<file path="src/rtl/load_store_unit_if.sv">
// Request/response and data-memory signal bundle for load_store_unit.
// slave  : the load/store unit side.
// master : the requester plus word-addressed memory side.
interface load_store_unit_if;
    logic        ReqValid;
    logic        ReqReady;
    logic        ReqWrite;
    logic [1:0]  ReqSize;
    logic        ReqSigned;
    logic [31:0] ReqAddr;
    logic [31:0] ReqWData;
    logic        RespValid;
    logic [31:0] RespData;
    logic        MisalignErr;
    logic [31:0] MemAddress;
    logic [31:0] MemWriteData;
    logic        MemWrite;
    logic        MemRead;
    logic [31:0] MemReadData;

    modport slave (
        input  ReqValid, ReqWrite, ReqSize, ReqSigned, ReqAddr, ReqWData, MemReadData,
        output ReqReady, RespValid, RespData, MisalignErr,
               MemAddress, MemWriteData, MemWrite, MemRead
    );

    modport master (
        output ReqValid, ReqWrite, ReqSize, ReqSigned, ReqAddr, ReqWData, MemReadData,
        input  ReqReady, RespValid, RespData, MisalignErr,
               MemAddress, MemWriteData, MemWrite, MemRead
    );
endinterface

</file>
<file path="src/rtl/load_store_unit.sv">
// Byte/half/word load-store unit in front of a word-addressed memory with a
// one-cycle registered read. Sub-word stores are read-modify-write.
// Optional macro LSU_MISALIGN_CHECK_EN: misaligned half/word requests are
// dropped and flagged on MisalignErr; otherwise they are forced aligned.
module load_store_unit #(
    parameter int unsigned MEM_AW = 10
) (
    input  logic              Clk,
    input  logic              Rst_n,
    load_store_unit_if.slave  bus
);

    typedef enum logic [2:0] {IDLE, RD, MERGE, WR, LDONE} state_t;

    state_t            state_q, state_d;
    logic [MEM_AW-1:0] word_q, word_d;
    logic [1:0]        off_q, off_d;
    logic [1:0]        size_q, size_d;
    logic              signed_q, signed_d;
    logic              write_q, write_d;
    logic [31:0]       wdata_q, wdata_d;
    logic              resp_valid_q, resp_valid_d;
    logic [31:0]       resp_data_q, resp_data_d;

    logic [1:0]        req_off;
    logic              req_misaligned;
    logic              req_ready;
    logic [7:0]        lane_byte;
    logic [15:0]       lane_half;
    logic [31:0]       load_ext;
    logic [31:0]       merged;
    logic              unused_addr;

    // Address bits above the memory range are discarded (wrap-around).
    assign unused_addr = ^bus.ReqAddr[31:MEM_AW+2];

`ifdef LSU_MISALIGN_CHECK_EN
    logic misalign_q, misalign_d;

    assign req_off        = bus.ReqAddr[1:0];
    assign req_misaligned = ((bus.ReqSize == 2'b01) && bus.ReqAddr[0]) ||
                            (bus.ReqSize[1] && (bus.ReqAddr[1:0] != 2'b00));
    assign bus.MisalignErr = misalign_q;
`else
    // Drop the low offset bits a half/word cannot use so it lands aligned.
    always_comb begin
        req_off = bus.ReqAddr[1:0];
        if (bus.ReqSize[1]) begin
            req_off = 2'b00;
        end else if (bus.ReqSize[0]) begin
            req_off[0] = 1'b0;
        end
    end
    assign req_misaligned  = 1'b0;
    assign bus.MisalignErr = 1'b0;
`endif

    assign req_ready = Rst_n && (state_q == IDLE);

    // Select the addressed lane of the read word and extend it.
    always_comb begin
        lane_byte = bus.MemReadData[7:0];
        case (off_q)
            2'd1:    lane_byte = bus.MemReadData[15:8];
            2'd2:    lane_byte = bus.MemReadData[23:16];
            2'd3:    lane_byte = bus.MemReadData[31:24];
            default: lane_byte = bus.MemReadData[7:0];
        endcase
        lane_half = off_q[1] ? bus.MemReadData[31:16] : bus.MemReadData[15:0];
        case (size_q)
            2'b00:   load_ext = {{24{signed_q & lane_byte[7]}}, lane_byte};
            2'b01:   load_ext = {{16{signed_q & lane_half[15]}}, lane_half};
            default: load_ext = bus.MemReadData;
        endcase
    end

    // Replace only the addressed lane(s) of the read word with store data.
    always_comb begin
        merged = bus.MemReadData;
        case (size_q)
            2'b00: begin
                case (off_q)
                    2'd1:    merged[15:8]  = wdata_q[7:0];
                    2'd2:    merged[23:16] = wdata_q[7:0];
                    2'd3:    merged[31:24] = wdata_q[7:0];
                    default: merged[7:0]   = wdata_q[7:0];
                endcase
            end
            2'b01: begin
                if (off_q[1]) merged[31:16] = wdata_q[15:0];
                else          merged[15:0]  = wdata_q[15:0];
            end
            default: merged = wdata_q;
        endcase
    end

    // Next-state, request latching and load-response computation.
    always_comb begin
        state_d      = state_q;
        word_d       = word_q;
        off_d        = off_q;
        size_d       = size_q;
        signed_d     = signed_q;
        write_d      = write_q;
        wdata_d      = wdata_q;
        resp_valid_d = 1'b0;
        resp_data_d  = resp_data_q;
`ifdef LSU_MISALIGN_CHECK_EN
        misalign_d   = 1'b0;
`endif
        case (state_q)
            IDLE: begin
                if (bus.ReqValid && req_ready) begin
                    word_d   = bus.ReqAddr[MEM_AW+1:2];
                    off_d    = req_off;
                    size_d   = bus.ReqSize;
                    signed_d = bus.ReqSigned;
                    write_d  = bus.ReqWrite;
                    wdata_d  = bus.ReqWData;
                    if (req_misaligned) begin
`ifdef LSU_MISALIGN_CHECK_EN
                        misalign_d = 1'b1;
`endif
                        state_d = IDLE;
                    end else if (bus.ReqWrite && bus.ReqSize[1]) begin
                        state_d = WR;
                    end else begin
                        state_d = RD;
                    end
                end
            end
            RD:      state_d = write_q ? MERGE : LDONE;
            MERGE:   state_d = IDLE;
            WR:      state_d = IDLE;
            LDONE: begin
                resp_valid_d = 1'b1;
                resp_data_d  = load_ext;
                state_d      = IDLE;
            end
            default: state_d = IDLE;
        endcase
    end

    // State and output registers; reset aborts any transaction in flight.
    always_ff @(posedge Clk or negedge Rst_n) begin
        if (!Rst_n) begin
            state_q      <= IDLE;
            word_q       <= '0;
            off_q        <= '0;
            size_q       <= '0;
            signed_q     <= 1'b0;
            write_q      <= 1'b0;
            wdata_q      <= '0;
            resp_valid_q <= 1'b0;
            resp_data_q  <= '0;
`ifdef LSU_MISALIGN_CHECK_EN
            misalign_q   <= 1'b0;
`endif
        end else begin
            state_q      <= state_d;
            word_q       <= word_d;
            off_q        <= off_d;
            size_q       <= size_d;
            signed_q     <= signed_d;
            write_q      <= write_d;
            wdata_q      <= wdata_d;
            resp_valid_q <= resp_valid_d;
            resp_data_q  <= resp_data_d;
`ifdef LSU_MISALIGN_CHECK_EN
            misalign_q   <= misalign_d;
`endif
        end
    end

    assign bus.ReqReady     = req_ready;
    assign bus.MemRead      = (state_q == RD);
    assign bus.MemWrite     = (state_q == MERGE) || (state_q == WR);
    assign bus.MemAddress   = {{(32-MEM_AW){1'b0}}, word_q};
    assign bus.MemWriteData = (state_q == MERGE) ? merged : wdata_q;
    assign bus.RespValid    = resp_valid_q;
    assign bus.RespData     = resp_data_q;

endmodule

</file>
<file path="src/flat_wrapper.sv">
// flat-port wrapper written by rule: the top's interface ports become plain ports
module load_store_unit_flat 
#(
    parameter int unsigned MEM_AW = 10
)
  (Clk, Rst_n, bus_ReqValid, bus_ReqWrite, bus_ReqSize, bus_ReqSigned, bus_ReqAddr, bus_ReqWData, bus_MemReadData, bus_ReqReady, bus_RespValid, bus_RespData, bus_MisalignErr, bus_MemAddress, bus_MemWriteData, bus_MemWrite, bus_MemRead);
  load_store_unit_if bus_i ();
  input  logic Clk;
  input  logic Rst_n;
  input wire logic [$bits(bus_i.ReqValid)-1:0] bus_ReqValid;
  input wire logic [$bits(bus_i.ReqWrite)-1:0] bus_ReqWrite;
  input wire logic [$bits(bus_i.ReqSize)-1:0] bus_ReqSize;
  input wire logic [$bits(bus_i.ReqSigned)-1:0] bus_ReqSigned;
  input wire logic [$bits(bus_i.ReqAddr)-1:0] bus_ReqAddr;
  input wire logic [$bits(bus_i.ReqWData)-1:0] bus_ReqWData;
  input wire logic [$bits(bus_i.MemReadData)-1:0] bus_MemReadData;
  output wire logic [$bits(bus_i.ReqReady)-1:0] bus_ReqReady;
  output wire logic [$bits(bus_i.RespValid)-1:0] bus_RespValid;
  output wire logic [$bits(bus_i.RespData)-1:0] bus_RespData;
  output wire logic [$bits(bus_i.MisalignErr)-1:0] bus_MisalignErr;
  output wire logic [$bits(bus_i.MemAddress)-1:0] bus_MemAddress;
  output wire logic [$bits(bus_i.MemWriteData)-1:0] bus_MemWriteData;
  output wire logic [$bits(bus_i.MemWrite)-1:0] bus_MemWrite;
  output wire logic [$bits(bus_i.MemRead)-1:0] bus_MemRead;
  assign bus_i.ReqValid = bus_ReqValid;
  assign bus_i.ReqWrite = bus_ReqWrite;
  assign bus_i.ReqSize = bus_ReqSize;
  assign bus_i.ReqSigned = bus_ReqSigned;
  assign bus_i.ReqAddr = bus_ReqAddr;
  assign bus_i.ReqWData = bus_ReqWData;
  assign bus_i.MemReadData = bus_MemReadData;
  assign bus_ReqReady = bus_i.ReqReady;
  assign bus_RespValid = bus_i.RespValid;
  assign bus_RespData = bus_i.RespData;
  assign bus_MisalignErr = bus_i.MisalignErr;
  assign bus_MemAddress = bus_i.MemAddress;
  assign bus_MemWriteData = bus_i.MemWriteData;
  assign bus_MemWrite = bus_i.MemWrite;
  assign bus_MemRead = bus_i.MemRead;
  load_store_unit #(.MEM_AW(MEM_AW)) u_core (.Clk(Clk), .Rst_n(Rst_n), .bus(bus_i));
endmodule
</file>
<file path="config.mk">
export PLATFORM = sky130hd
export DESIGN_NAME = load_store_unit_flat
export DESIGN_NICKNAME = d
export VERILOG_FILES = /design/src/rtl/load_store_unit_if.sv /design/src/rtl/load_store_unit.sv /design/src/flat_wrapper.sv
export SDC_FILE = /design/constraint.sdc
export NUM_CORES = 1
export LEC_CHECK = 0
export ABC_CLOCK_PERIOD_IN_PS = 3250
export CORE_MARGIN = 2
export CORE_UTILIZATION = 46
export DETAILED_ROUTE_END_ITERATION = 12
export PLACE_DENSITY_LB_ADDON = 0.05
export SYNTH_ARGS = -nofsm -noshare
export SYNTH_HDL_FRONTEND = slang
export SYNTH_SLANG_ARGS = --single-unit
</file>
<file path="constraint.sdc">
create_clock -name Clk -period 3.25 [get_ports Clk]
set_clock_uncertainty 0.1 [all_clocks]
set_input_delay 0.325 -clock Clk [delete_from_list [all_inputs] [get_ports Clk]]
set_output_delay 0.325 -clock Clk [all_outputs]
set_load 0.02 [all_outputs]
</file>
-- After elaboration in Yosys (flattened, before gate mapping)
Index checks and enable logic that the tools add are counted.
- equal/unequal tests: 9
- muxes and demuxes: 19
- bitwise gates (word level): 2
- reduce and logical (&&, ||, !) cells: 8
- operators with widths (cell ; count):
    32-bit case mux with 2 select lines ; 2
    16-bit 2-to-1 mux ; 3
    32-bit 2-to-1 mux ; 1
    8-bit 2-to-1 mux ; 4
    8-bit case mux with 3 select lines ; 1
    3-bit by 2-bit == test with 1-bit output, second input constant ; 2
    3-bit 2-to-1 mux ; 2
    3-bit case mux with 2 select lines ; 1
    2-bit by 1-bit == test with 1-bit output, second input constant ; 2
    2-bit == test, second input constant ; 2
    1-bit 2-to-1 mux ; 4
    3-bit by 1-bit == test with 1-bit output, second input constant ; 1
    3-bit == test, second input constant ; 1
    1-bit logical AND ; 3
    3-bit logical NOT ; 1
    3-bit OR reduction ; 1
    1-bit AND ; 2
    2-bit logical NOT ; 1
    2-bit 2-to-1 mux ; 1
    2-bit inequality test, second input constant ; 1
    2-bit AND reduction ; 1
    1-bit logical OR ; 1
- flip-flop bits (word level): 84
- input port bits: 103
- output and inout port bits: 101
- word-level logic and storage cells: 47

-- Depth between registers and ports, before layout
Gate-level depths: netlist of run 1.
- depth after elaboration: 5
- gate-level depth with buffers: 8
- mapped depth without buffers: 5

-- Worst setup path after synthesis of run 1
Ideal clock, no wire load.
- path type: register -> register
- start point: reg u_core.state_q[1]
- end point: reg u_core.off_q[1]
- setup time: 0.128 ns
- arrival: 2.028 ns
- data required time: 3.022 ns
- setup slack: 0.994 ns
- stages on the path, launching flop included: 6
- path buffers: 1
- clock period less this slack: 2.256 ns
- cell sequence: dfrtp_1 nor4b_1 nand2_1 inv_2 buf_4 o21ai_0
- word-level cells in the longest chain between the ends: 4
- RTL lines (what ; line ; source):
    from (decl) ; load_store_unit.sv:15 ; state_t state_q, state_d;
    from (signal assigned) ; load_store_unit.sv:160 ; state_q <= state_d;
    3-bit logical NOT ; load_store_unit.sv:58 ; assign req_ready = Rst_n && (state_q == IDLE);
    1-bit logical AND ; load_store_unit.sv:58 ;
    via bus_ReqReady ; flat_wrapper.sv:17 ; output wire logic [$bits(bus_i.ReqReady)-1:0] bus_ReqReady;
    1-bit logical AND ; load_store_unit.sv:113 ; if (bus.ReqValid && req_ready) begin
    2-bit AND reduction (no line) ; - ;
    to (signal assigned) ; load_store_unit.sv:149 ; off_q <= '0;
    to (signal assigned) ; load_store_unit.sv:162 ; off_q <= off_d;
    to (decl) ; load_store_unit.sv:17 ; logic [1:0] off_q, off_d;
The timed path passes the listed nets, and every way through them passes these cells.
A chain may end at the register's enable or synchronous reset.

-- Worst setup path in the final report of run 1
- start point: reg u_core.size_q[0]
- end point: out bus_MemWriteData[15]
- word-level cells in the longest chain between the ends: 3
- elaborated cells on any way between the ends: 4
- those cells by class: eq/ne: 1; mux: 2; reduce/logical: 1
- RTL lines (what ; line ; source):
    from (decl) ; load_store_unit.sv:18 ; logic [1:0] size_q, size_d;
    from (signal assigned) ; load_store_unit.sv:163 ; size_q <= size_d;
    2-bit by 1-bit == test with 1-bit output / 2-bit logical NOT (equally long branches) ; load_store_unit.sv:80 ; case (size_q)
    32-bit case mux with 2 select lines (*) ; load_store_unit.sv:80 ;
    32-bit 2-to-1 mux (*) ; load_store_unit.sv:179 ; assign bus.MemWriteData = (state_q == MERGE) ? merged : wdata_q;
    to (decl) ; flat_wrapper.sv:22 ; output wire logic [$bits(bus_i.MemWriteData)-1:0] bus_MemWriteData;
Every way passes the cells marked *; elsewhere a longest branch is shown, timed or not.

==> results.toml, run 1 <==
[detailed_routing]
drc_errors = 0
drt_iter0_drc = 328
dr.pass1.iters = 7
post_drt_wl_per_cell_um = 17.4
via_per_inst = 5.37
wl_mm = 14.0
ant_nets = 0
vias = 4319

[placement]
place_area_sq_um = 6110
portBuffers = 160
globalplace.congestion = 0.874
hpwl_mm = 10.0

[yosys]
synth.distinct_cells = 45
yosysWarnings = 0
synthFlopType = "dfrtp_1"
synthCells = 522
syn_avg_cell_area_sq_um = 8.74
synth_async_sr_flop_share = 1.00
synth-edff-count = 0
synth_seq_area_share = 0.461
synthTopCellsByArea = "dfrtp_1, nand2_1, buf_4"
syn_area_sq_um = 4560
ys_ff_latch = 84
synth_top_area_share = 0.461
yosysTopAreaCell = "dfrtp_1"

[power]
power_density_nw_per_um2 = 789
vdd_drop_max_mv = 0.341
total_power_w = 0.00502
total_leakage_power_nw = 2.86

[global_route]
grt_first_pass_wirelength_mm = 22.2
track_usage = 0.261
gr-total-overflow = 0
grt_max_degree = 55
grt_pass1_vias = 4059
antenna_found_initial = 0

[clock_network]
cts_buffers = 9
clk_pin_slew_ns = 0.09
cts_sinks = 84
cts_tree = "built"
ctsRootBufferMaster = "clkbuf_8"
clkLatencyLatePin_ns = 0.36
clock_path_buffers = 2
htreeDepth = 3

[final_layout]
fin_util = 0.657
diodes = 0
ff_latch_area_sq_um = 2100
mostFrequentLayoutCells = "clkdlybuf4s50_1, nand2_1, dfrtp_1, o21ai_0, a21oi_1"
fin_nets = 770
layout-drive-gt1-share = 0.0759
area_delta_synth_final_pct = 39.5
nFillCells = 837
multi_input_area_sq_um = 2140
stdcell_area_sq_um = 6370
final_common_cell = "clkdlybuf4s50_1"

[worst_setup_path]
arrival_ns = 2.65
cp-start-kind = "register"
crit_family = "buffers and inverters"
setup.worst_path.end_class = "output pin"
critPathBufInv = 1
crit_slowest_cell = "clkdlybuf4s50_1"
path_class = "register to output pin"
cp_max_fo = 10
cpPeakStageDelay_ns = 0.68
path_cells = "nand2b_1, a2bb2oi_1, o22ai_1, o21ai_0, clkdlybuf4s50_1"
cp.required_ns = 2.82

[timing]
finalCritPeriodShare = 0.947
setup_viol = 0
period_minus_slack_ns = 3.08
rsz0062_at_grt = "false"
hold_ws_ns = 0.373
drv_slew = 0
setup_tns_ns = 0
slew_headroom = 0.420
worst_slew_pin_slew_ns = 0.869
finalHoldViolations = 0
fmax_ghz = 0.325

[hold_path]
hp-class = "register to register"

[floorplanning]
coreArea_sq_um = 9680
die_area_sq_um = 10700
top_level_ports = 204
die_x_um = 104
placementRows = 36
die_h_um = 104
initial_utilization = 0.471

[status]
status = "complete, no violations"

[run]
maxCapViolations = 0
[worst paths after layout]
check / from / to / slack [ns] / cells past startpoint
worst max-delay path: u_core.size_q[0]$_DFFE_PN0P_ / bus_MemWriteData[15] / 0.17 / 5
worst min-delay path: u_core.write_q$_DFFE_PN0P_ / u_core.state_q[2]$_DFFE_PN0P_ / 0.37 / 1
worst max register to register: u_core.state_q[1]$_DFFE_PN0P_ / u_core.bus.RespData[17]$_DFFE_PN0P_ / 0.80 / 5
worst min register to register: u_core.write_q$_DFFE_PN0P_ / u_core.state_q[2]$_DFFE_PN0P_ / 0.37 / 1
max in group asynchronous: Rst_n / u_core.wdata_q[23]$_DFFE_PN0P_ / 1.52 / 4
min in group asynchronous: Rst_n / u_core.bus.RespValid$_DFF_PN0_ / 0.47 / 3
[metrics by stage]
| stage | setup WS [ns] | std cells |
|---|---|---|
| 2_1_floorplan | 0.994 | 544 |
| 3_3_place_gp | 0.635 | 788 |
| 3_5_place_dp | 0.570 | 788 |
| 4_1_cts | 0.176 | 805 |
| 5_1_grt | 0.0649 | 805 |
| 6_report | 0.174 | 805 |
[synthesized netlist by cell type, drive strengths merged (2+ instances only)]
cell / n
mux2i: 18
o2bb2ai: 12
nor3b: 2
clkbuf: 13
a211o: 7
dfrtp: 84
a22oi: 8
buf: 45
nor2: 16
o21ai: 47
nand2: 159
inv: 8
a2bb2oi: 8
a21oi: 33
o22ai: 9
nand2b: 3
o211ai: 16
nor3: 9
mux2: 8
[routing by layer]
metal	GRT usage	part of all wire
met5	0	0
met4	0.0917	0.024
met3	0.0491	0.087
met2	0.400	0.45
met1	0.373	0.44
[where the power goes]
part           internal, W  switching [W]
clock             0.000536       0.000387
combinational      0.00111        0.00128
sequential         0.00142       0.000292
total              0.00306        0.00196
[what timing repair did]
action	in CTS	in global routing
hold buffers	1	0
endpoints found under the hold margin	33	0
buffers inserted	0	0
setup endpoints to repair	0	4
gates resized for setup	0	1
[layout make-up]
cell class                 count  area share
multi-input combinational    394       0.336
sequential                    84       0.330
timing repair buffer         170       0.263
tap                          133      0.0261
clock buffer                  11      0.0222
clock inverter                 5      0.0169
inverter                       8     0.00550
[sequential cells by signal (all words and copies together) (netlist names)]
signal,flops
u_core.bus.RespData,32
u_core.bus.RespValid,1
u_core.wdata_q,32
u_core.write_q,1
u_core.size_q,2
u_core.state_q,3
u_core.word_q,10
u_core.off_q,2
u_core.signed_q,1
[cell families (layout without fill, tap and decap cells)]
| family | Yosys count | after routing | share of synthesized area |
|---|---|---|---|
| AO/OA/AOI/OAI | 148 | 148 | 0.214 |
| buffers and inverters | 66 | 194 | 0.0894 |
| flip-flops | 84 | 84 | 0.461 |
| multiplexers | 26 | 26 | 0.0592 |
| other | 1 | 23 | 0.000822 |
| AND/OR/NAND/NOR | 197 | 197 | 0.176 |
(Power assumes the default switching activity.)
==> run 2, diff against run 1 <==
--- a/config.mk
+++ b/config.mk
@@ -6,8 +6,10 @@
 export NUM_CORES = 1
 export LEC_CHECK = 0
 export ABC_CLOCK_PERIOD_IN_PS = 3250
+export CAP_MARGIN = 5
 export CORE_MARGIN = 2
 export CORE_UTILIZATION = 46
+export CTS_CLUSTER_SIZE = 28
 export DETAILED_ROUTE_END_ITERATION = 12
 export PLACE_DENSITY_LB_ADDON = 0.05
 export SYNTH_ARGS = -nofsm -noshare
==> results of run 2 <==
No change in the layout: final DEF, timing and power equal those of run 1.
==> run 3, diff against run 2 <==
--- a/config.mk
+++ b/config.mk
@@ -9,6 +9,7 @@
 export CAP_MARGIN = 5
 export CORE_MARGIN = 2
 export CORE_UTILIZATION = 46
+export CTS_CLUSTER_DIAMETER = 80
 export CTS_CLUSTER_SIZE = 28
 export DETAILED_ROUTE_END_ITERATION = 12
 export PLACE_DENSITY_LB_ADDON = 0.05
==> results of run 3 <==
No change in the layout: final DEF, timing and power equal those of run 1.
